==> src/rtl/dot_product_pkg.sv <==
// Shared types and width helpers for the multi-lane dot-product engine.
package dot_product_pkg;

    localparam int unsigned WIDTH_DEF   = 8;
    localparam int unsigned LANES_DEF   = 4;
    localparam int unsigned MAX_LEN_DEF = 64;

    typedef enum logic [1:0] {
        IDLE  = 2'd0,
        ACCUM = 2'd1,
        DRAIN = 2'd2,
        HOLD  = 2'd3
    } state_t;

    function automatic int unsigned acc_width(input int unsigned width, input int unsigned max_len);
        return 2 * width + $clog2(max_len) + 1;
    endfunction

    function automatic int unsigned cnt_width(input int unsigned max_len);
        return $clog2(max_len) + 1;
    endfunction

endpackage

==> src/rtl/dot_product_lanes_mult.sv <==
// One masked, mode-aware WIDTH x WIDTH multiplier lane with registered product.
module dot_lane_mult #(
    parameter  int unsigned WIDTH = 8,
    localparam int unsigned PW    = 2 * WIDTH + 1
) (
    input  logic                 clk,
    input  logic                 rst,
    input  logic                 en,
    input  logic                 mask,
    input  logic                 signed_mode,
    input  logic [WIDTH-1:0]     a,
    input  logic [WIDTH-1:0]     b,
    output logic signed [PW-1:0] prod
);

    logic signed [WIDTH:0]  a_ext;
    logic signed [WIDTH:0]  b_ext;
    logic signed [PW-1:0]   a_w;
    logic signed [PW-1:0]   b_w;

    // One extra bit makes unsigned operands non-negative in signed arithmetic
    assign a_ext = {signed_mode & a[WIDTH-1], a};
    assign b_ext = {signed_mode & b[WIDTH-1], b};
    assign a_w   = PW'(a_ext);
    assign b_w   = PW'(b_ext);

    always_ff @(posedge clk) begin
        if (rst) begin
            prod <= '0;
        end else begin
            prod <= (en && mask) ? a_w * b_w : '0;
        end
    end

endmodule

==> src/rtl/dot_product_lanes.sv <==
// Streaming LANES-wide dot-product engine: multiply, lane sum, accumulate, hold result.
module dot_product_lanes
    import dot_product_pkg::*;
#(
    parameter  int unsigned WIDTH   = WIDTH_DEF,
    parameter  int unsigned LANES   = LANES_DEF,
    parameter  int unsigned MAX_LEN = MAX_LEN_DEF,
    localparam int unsigned ACC_W   = acc_width(WIDTH, MAX_LEN),
    localparam int unsigned CNT_W   = cnt_width(MAX_LEN)
) (
    input  logic                   clk,
    input  logic                   rst,
    input  logic                   in_valid,
    output logic                   in_ready,
    input  logic [LANES*WIDTH-1:0] in_a,
    input  logic [LANES*WIDTH-1:0] in_b,
    input  logic [LANES-1:0]       in_mask,
    input  logic                   in_last,
    input  logic                   in_signed,
    output logic                   out_valid,
    input  logic                   out_ready,
    output logic [ACC_W-1:0]       out_result,
    output logic [CNT_W-1:0]       out_count,
    output logic                   out_len_err
);

    localparam int unsigned PW  = 2 * WIDTH + 1;
    localparam int unsigned PCW = CNT_W + 1;

    state_t               state;
    logic                 mode_r;
    logic                 accept_c;
    logic                 mode_c;
    logic                 v1, l1, v2, l2;
    logic signed [PW-1:0] prod [LANES];
    logic [ACC_W-1:0]     lane_sum_c;
    logic [ACC_W-1:0]     lane_sum_r;
    logic [PCW-1:0]       pop_c;
    logic [PCW-1:0]       cnt_sum_c;
    logic [CNT_W-1:0]     cnt_sat_c;

    assign accept_c = in_valid && in_ready;
    // Mode comes from the first beat; later beats use the latched copy
    assign mode_c   = (state == IDLE) ? in_signed : mode_r;

    for (genvar g = 0; g < LANES; g++) begin : g_lane
        dot_lane_mult #(.WIDTH(WIDTH)) u_mult (
            .clk         (clk),
            .rst         (rst),
            .en          (accept_c),
            .mask        (in_mask[g]),
            .signed_mode (mode_c),
            .a           (in_a[g*WIDTH +: WIDTH]),
            .b           (in_b[g*WIDTH +: WIDTH]),
            .prod        (prod[g])
        );
    end

    always_comb begin
        lane_sum_c = '0;
        for (int unsigned i = 0; i < LANES; i++) begin
            lane_sum_c = lane_sum_c + ACC_W'(prod[i]);
        end
    end

    // Element count with saturation at all-ones
    always_comb begin
        pop_c = '0;
        for (int unsigned i = 0; i < LANES; i++) begin
            pop_c = pop_c + PCW'(in_mask[i]);
        end
        cnt_sum_c = PCW'(out_count) + pop_c;
        cnt_sat_c = cnt_sum_c[PCW-1] ? {CNT_W{1'b1}} : cnt_sum_c[CNT_W-1:0];
    end

    always_ff @(posedge clk) begin
        if (rst) begin
            state       <= IDLE;
            in_ready    <= 1'b0;
            out_valid   <= 1'b0;
            out_result  <= '0;
            out_count   <= '0;
            out_len_err <= 1'b0;
            mode_r      <= 1'b0;
            v1          <= 1'b0;
            l1          <= 1'b0;
            v2          <= 1'b0;
            l2          <= 1'b0;
            lane_sum_r  <= '0;
        end else begin
            v1         <= accept_c;
            l1         <= accept_c && in_last;
            v2         <= v1;
            l2         <= l1;
            lane_sum_r <= lane_sum_c;

            if (v2) begin
                out_result <= out_result + lane_sum_r;
            end
            if (accept_c) begin
                out_count <= cnt_sat_c;
                if (cnt_sum_c > PCW'(MAX_LEN)) begin
                    out_len_err <= 1'b1;
                end
            end

            case (state)
                IDLE: begin
                    in_ready <= !(accept_c && in_last);
                    if (accept_c) begin
                        mode_r <= in_signed;
                        state  <= in_last ? DRAIN : ACCUM;
                    end
                end
                ACCUM: begin
                    in_ready <= !(accept_c && in_last);
                    if (accept_c && in_last) begin
                        state <= DRAIN;
                    end
                end
                DRAIN: begin
                    if (v2 && l2) begin
                        state     <= HOLD;
                        out_valid <= 1'b1;
                    end
                end
                HOLD: begin
                    // Handshake frees the engine for the next vector
                    if (out_ready) begin
                        state       <= IDLE;
                        out_valid   <= 1'b0;
                        in_ready    <= 1'b1;
                        out_result  <= '0;
                        out_count   <= '0;
                        out_len_err <= 1'b0;
                    end
                end
                default: state <= IDLE;
            endcase
        end
    end

endmodule

==> config.mk <==
export PLATFORM = sky130hd
export DESIGN_NAME = dot_product_lanes
export DESIGN_NICKNAME = d
export VERILOG_FILES = /design/src/rtl/dot_product_pkg.sv /design/src/rtl/dot_product_lanes_mult.sv /design/src/rtl/dot_product_lanes.sv
export SDC_FILE = /design/constraint.sdc
export NUM_CORES = 1
export LEC_CHECK = 0
export CAP_MARGIN = 5
export CORE_AREA = 2 2 181 183
export DETAILED_ROUTE_END_ITERATION = 7
export DIE_AREA = 0 0 183 185
export GPL_ROUTABILITY_DRIVEN = 0
export PLACE_DENSITY = 0.79
export SLEW_MARGIN = 15
export SYNTH_ARGS = -nofsm -noshare
export SYNTH_HDL_FRONTEND = slang
export SYNTH_SLANG_ARGS = --single-unit
==> constraint.sdc <==
create_clock -name clk -period 6.3 [get_ports clk]
set_input_delay 1.26 -clock clk [delete_from_list [all_inputs] [get_ports clk]]
set_output_delay 1.26 -clock clk [all_outputs]
set_load 0.1 [all_outputs]
=== After elaboration in Yosys (flattened, before gate mapping) ===
Cells that the tools add are included.

* Bits in registers: 131
* Bits of input ports: 74
* Output and inout port bits: 33
* Word-level logic and storage cells: 91

* Add/sub/neg operators: 8
* Multipliers: 4
* Magnitude comparators: 1
* Eq/ne operators: 7
* Multiplexer cells: 23
* Bitwise gates (word level): 12
* Reductions and logical operators: 20

{| class="wikitable"
|+ Operator list
! cell !! count
|-
| 23-bit two-way mux || 3
|-
| 9-bit by 9-bit multiplier with 17-bit output || 4
|-
| 7-bit two-way mux || 4
|-
| 23-bit adder || 1
|-
| 19-bit by 17-bit adder with 20-bit output || 1
|-
| 18-bit by 17-bit adder with 19-bit output || 1
|-
| 17-bit by 17-bit adder with 18-bit output || 1
|-
| 2-bit two-way mux || 5
|-
| 2-bit OR reduction || 5
|-
| 7-bit by 4-bit adder with 8-bit output || 1
|-
| 1-bit AND || 8
|-
| 8-bit by 7-bit > comparator with 1-bit output (second input constant) || 1
|-
| 1-bit two-way mux || 8
|-
| 2-bit inequality test (second input constant) || 4
|-
| 2-bit one-hot mux with 4 select lines || 1
|-
| 1-bit logical AND || 7
|-
| 3-bit by 1-bit adder with 4-bit output || 1
|-
| 2-bit == test (second input constant) || 2
|-
| 1-bit NOT || 4
|-
| 1-bit one-hot mux with 2 select lines || 2
|-
| 2-bit AND reduction || 2
|-
| 4-bit AND reduction || 1
|-
| 2-bit nonzero test || 2
|-
| 2-bit by 1-bit adder with 3-bit output || 1
|-
| 5 further kinds || 5
|}

=== Longest topological paths before layout ===
* Depth in word-level cells: 9
* Depth in mapped cells: 24
* Depth with buffers taken out: 22

=== By module ===
From an unflattened synthesis, not the netlist that was laid out.

* Cells, all modules: 2125
* Area total of the unflattened synthesis: 18881.9 sq um

{| class="wikitable"
|+ By module, submodules not included
! module !! instances !! cells an instance !! area an instance (sq um) !! seq. area each (sq um)
|-
| dot_lane_mult at g_lane[0].u_mult ... || 2 || 365 || 3383.2 || 340.3
|-
| dot_product_lanes || 1 || 669 || 5475.3 || 1201.2
|-
| dot_lane_mult at g_lane[2].u_mult || 1 || 367 || 3337.0 || 340.3
|-
| dot_lane_mult at g_lane[3].u_mult || 1 || 359 || 3303.2 || 340.3
|}

=== Worst setup path before layout ===
OpenSTA, ideal clock, no wires.

* Path type: in2reg
* From: input port in_signed
* To: register g_lane[3].u_mult.prod[16]
* Library setup time: 128 ps
* Data arrival time: 6135 ps
* Required time: 6172 ps
* Path slack: 37 ps
* Cell stages on the path: 20
* Path buffers: 1
* Path through: mux2_2 -> clkbuf_1 -> nand2_1 -> or2_2 -> fa_1 -> fa_1 -> inv_1 -> fa_1 -> fa_1 -> inv_1 -> fa_1 -> inv_1 -> ha_1 -> inv_1 -> o21bai_1 -> a2111o_1 -> a41oi_1 -> o21ai_0 -> xnor2_1 -> nor2_1

* Longest elaborated chain between the ends: 3
* Elaborated cells on any way between the ends: 4

{| class="wikitable"
|+ Ends and longest elaborated chain
! element !! line !! RTL
|-
| start: declaration || dot_product_lanes.sv:19 || <nowiki>input logic in_signed,</nowiki>
|-
| 1-bit two-way mux * || dot_product_lanes.sv:44 || <nowiki>assign mode_c = (state == IDLE) ? in_signed : mode_r;</nowiki>
|-
| 1-bit AND, on equally long branches || dot_product_lanes_mult.sv:22, dot_product_lanes_mult.sv:23 ||
|-
| 9-bit by 9-bit multiplier with 17-bit output * || dot_product_lanes_mult.sv:31 || <nowiki>prod <= (en && mask) ? a_w * b_w : '0;</nowiki>
|-
| end signal: assignment || dot_product_lanes_mult.sv:31 ||
|-
| end: declaration || dot_product_lanes_mult.sv:13 || <nowiki>output logic signed [PW-1:0] prod</nowiki>
|}

Mark *: on every way between the ends. The rest lies on a longest branch, timed or not.
A chain may end at the register's enable or synchronous reset.

=== Final worst setup path ===
* From: input port in_signed
* To: register g_lane[1].u_mult.prod[14]

* Longest elaborated chain between the ends: 3
* Elaborated cells on any way between the ends: 4

{| class="wikitable"
|+ Ends and longest elaborated chain
! element !! line
|-
| 1-bit two-way mux * || dot_product_lanes.sv:44
|-
| 1-bit AND, on equally long branches || dot_product_lanes_mult.sv:22, dot_product_lanes_mult.sv:23
|-
| 9-bit by 9-bit multiplier with 17-bit output * || dot_product_lanes_mult.sv:31
|-
| end signal: assignment || dot_product_lanes_mult.sv:31
|-
| end: declaration || dot_product_lanes_mult.sv:13
|}

Marked as above.

==> summary.txt <==
Outcome
  • Status: completed

Final layout
  • Layout cell share with drive strength beyond 1: 0.0982
  • Final design utilization: 0.656
  • Final-stage net count: 2,723
  • Area added between synthesis and finish: 17.4%

Timing
  • Fin. max-slew vios: 0
  • Setup TNS: 0 ns
  • Hold Fails Final Rpt: 0
  • RSZ-0062 raised after global routing: yes
  • Final setup skew: 0.00765 ns
  • Achievable Freq: 164 MHz
  • Final period utilization: 0.970
  • Final setup fails: 0
  • Rel. slew slack: 0.349
  • Slew @ Worst Pin: 0.974 ns
  • Post-layout minimum cycle time: 6.11 ns
  • Setup WS post-layout: 0.188 ns

Routing
  • DRT Pass-1 Iters: 6
  • Post-DRT Antenna Nets: 0
  • DRT Wirelength: 39,300 microns
  • # DRC: 0
  • Vias per Instance: 5.30
  • Vias: 13,700
  • Wire length per cell: 15.3 microns
  • Iteration-0 DRC Markers: 742

Clock tree
  • CTS tree: done
  • Total CTS buffers: 17
  • Clk_lat worst skew: 0.42 ns
  • # hold bufs at CTS: 0
  • Root Driver: clkbuf_16
  • CTS sink count: 128
  • Clock-pin slew on the worst setup and hold paths: 0.06 ns
  • Number of H-tree levels: 4
  • Clk buf depth: 2

Setup path
  • Critical Path RT: 6.60 ns
  • Critical path cell sequence: clkdlybuf4s50_1, mux2_4, and2_2, nand2_1, fa_1, inv_1, fa_1, fa_1, fa_1, inv_1, fa_1, inv_1, ha_1, inv_1, o21bai_1, a2111o_1, a41oi_2, buf_4, xor2_1, nor2_1
  • Reg-to-reg endpoint: g_lane[1].u_mult.prod[14]
  • Worst r2r path cells: 21
  • Worst path depth: 20
  • R2r startpoint: state[0]
  • Most common cell on crit path: fa_1
  • CP startpoint kind: primary input
  • Crit. End Element: flop
  • Worst-path fanout max: 6
  • CP Buf/Inv Count: 6
  • Reg-to-reg setup timing slack: 0.66 ns
  • CP Data Arrival Time: 6.41 ns
  • Critical-path cell with the highest stage delay: fa_1
  • CP Class: in -> reg
  • Slowest stage delay, CP: 0.52 ns
  • Kind of cell adding the most delay to the critical path: adder cells

Yosys
  • Synth Area per Inst: 9.21 sq um
  • Share of the synthesized area in the top cell type: 0.343
  • Post-synthesis register bit count: 128
  • Top cells by count, synth: 358 x inv_1, 307 x fa_1, 211 x nand2_1
  • Syn Inst Count: 1,944
  • Sequential area share after synthesis: 0.143
  • Post-synth top area cell: fa_1
  • Synthesis Warnings: 0
  • Post-synthesis cell area: 0.0179 sq mm
  • Synth Flop Type: dfxtp_1
  • Net count of the mapped netlist: 2,512
  • Synth area leaders: fa_1 34%, dfxtp_1 14%, ha_1 13%
  • Top-count cell post-synth: inv_1
  • Number of synthesized flops with an enable pin: 0
  • Synth unique cells: 63
  • Async SR Flop Fraction: 0

Worst hold path
  • Hold Crit Depth: 1
  • Hold Startpoint: v1
  • WHS Endpoint: v2
  • Worst Hold Class: reg -> reg

GRT
  • Largest net degree at the start of global routing: 41
  • Total grt overflow: 0
  • Number of global-route vias before repair: 14,600
  • Initial antenna violation count: 0
  • First-pass GRT wire length: 67,400 microns
  • Total GRT Usage: 0.246

Die
  • Die height: 185 microns
  • Core area: 0.0320 sq mm
  • Width of the chip: 183 microns
  • Row cnt: 66
  • Initial core utilization: 0.558
  • Die area: 0.0339 sq mm
  • I/O pin cnt: 107

Run
  • MaxCap Viol Count: 0

Power and ir drop
  • Worst vdd ir: 0.000387 V
  • PD cells: 427 mW/mm^2
  • Leak: 10.6 nW

Place
  • IO Port Bufs: 106
  • HPWL after DPL: 33,500 microns
  • Worst slack, placed: -0.510 ns
[state kept, by name, summed over array words and instances (netlist names)]
signal / flops
l2: 1
out_valid: 1
g_lane.u_mult.prod: 68
out_result: 23
lane_sum_r: 20
v2: 1
l1: 1
mode_r: 1
out_len_err: 1
state: 2
v1: 1
out_count: 7
in_ready: 1
[worst reg2reg max path: stages (launching register included)]
cell and delay, ns:
dfxtp_1 0.37, inv_1 0.11, ha_1 0.25, mux2_4 0.40, and2_2 0.26, nand2_1 0.11, fa_1 0.42, inv_1 0.09
fa_1 0.45, fa_1 0.52, fa_1 0.49, inv_1 0.05, fa_1 0.50, inv_1 0.04, ha_1 0.26, inv_1 0.07
o21bai_1 0.09, a2111o_1 0.45, a41oi_2 0.22, buf_4 0.14, xor2_1 0.15, nor2_1 0.05
[how the worst max path moves through the flow]
stage               from                        end
2_1_floorplan  in_signed  g_lane[3].u_mult.prod[16]
3_3_place_gp   in_signed  g_lane[3].u_mult.prod[16]
3_5_place_dp   in_signed  g_lane[3].u_mult.prod[16]
4_1_cts        in_signed  g_lane[3].u_mult.prod[16]
5_1_grt        in_signed  g_lane[0].u_mult.prod[15]
6_report       in_signed  g_lane[1].u_mult.prod[14]
[placed cells by master (no fill, tap or decap), types with 29 or more instances in the layout]
master,count
ha_1,187
buf_4,147
a21oi_1,55
and2_1,131
dfxtp_1,128
fa_1,307
inv_1,358
nor2_1,120
a21o_1,33
nand2_1,210
xnor2_1,72
xor2_1,30
clkdlybuf4s50_1,106
and3_1,29
o21ai_0,29
[layer usage]
metal	vias up	GRT usage	share of wire
met5	-	0	0
met3	103	0.0297	0.042
met4	0	0.102	0.039
met2	380	0.425	0.49
li1	6458	-	-
met1	6724	0.314	0.43
[through the flow]
step / power [mW] / cells / hold slack, ns / instance area [sq um]
global route: 9.95 / 2576 / 0.461 / 21000
global placement: 7.55 / 2543 / 0.418 / 20300
detailed placement: 7.82 / 2543 / 0.430 / 20300
finish: 8.97 / 2577 / 0.438 / 21000
floorplan: 5.55 / 1944 / 0.414 / 17900
CTS: 8.92 / 2575 / 0.443 / 20900
[report_power, final]
part | internal [mW] | switching [mW] | leakage [nW]
clock network | 0.634 | 0.363 | 0.298
registers | 0.927 | 0.0878 | 1.04
logic | 3.43 | 3.53 | 9.31
[final cells by class]
| type | instances | area [sq um] |
|---|---|---|
| Antenna cell | 1 | 2.50 |
| Clock buffer | 20 | 447 |
| Clock inverter | 12 | 161 |
| Fill cell | 2447 | 11000 |
| Inverter | 358 | 1340 |
| Multi-Input combinational cell | 1396 | 13800 |
| Sequential cell | 128 | 2560 |
| Tap cell | 408 | 510 |
| Timing Repair Buffer | 254 | 2180 |
[what timing repair did]
action,4_1_cts,5_1_grt
endpoints found under the setup margin,4,15
buffers inserted,0,1
cloned,0,0
gates resized for setup,1,17
pin swaps,0,4
[kinds of logic (layout without fill, tap and decap cells)]
group	after synthesis	in the layout	share of synthesized area
flops	128	128	0.143
xor+xnor	102	102	0.0499
compound gates	203	203	0.0774
fa+ha+maj	494	494	0.474
simple gates	579	579	0.157
mux	18	18	0.0101
other cells	0	1	0
buf+inv	420	644	0.0881
Power figures use the tool's default switching activity.
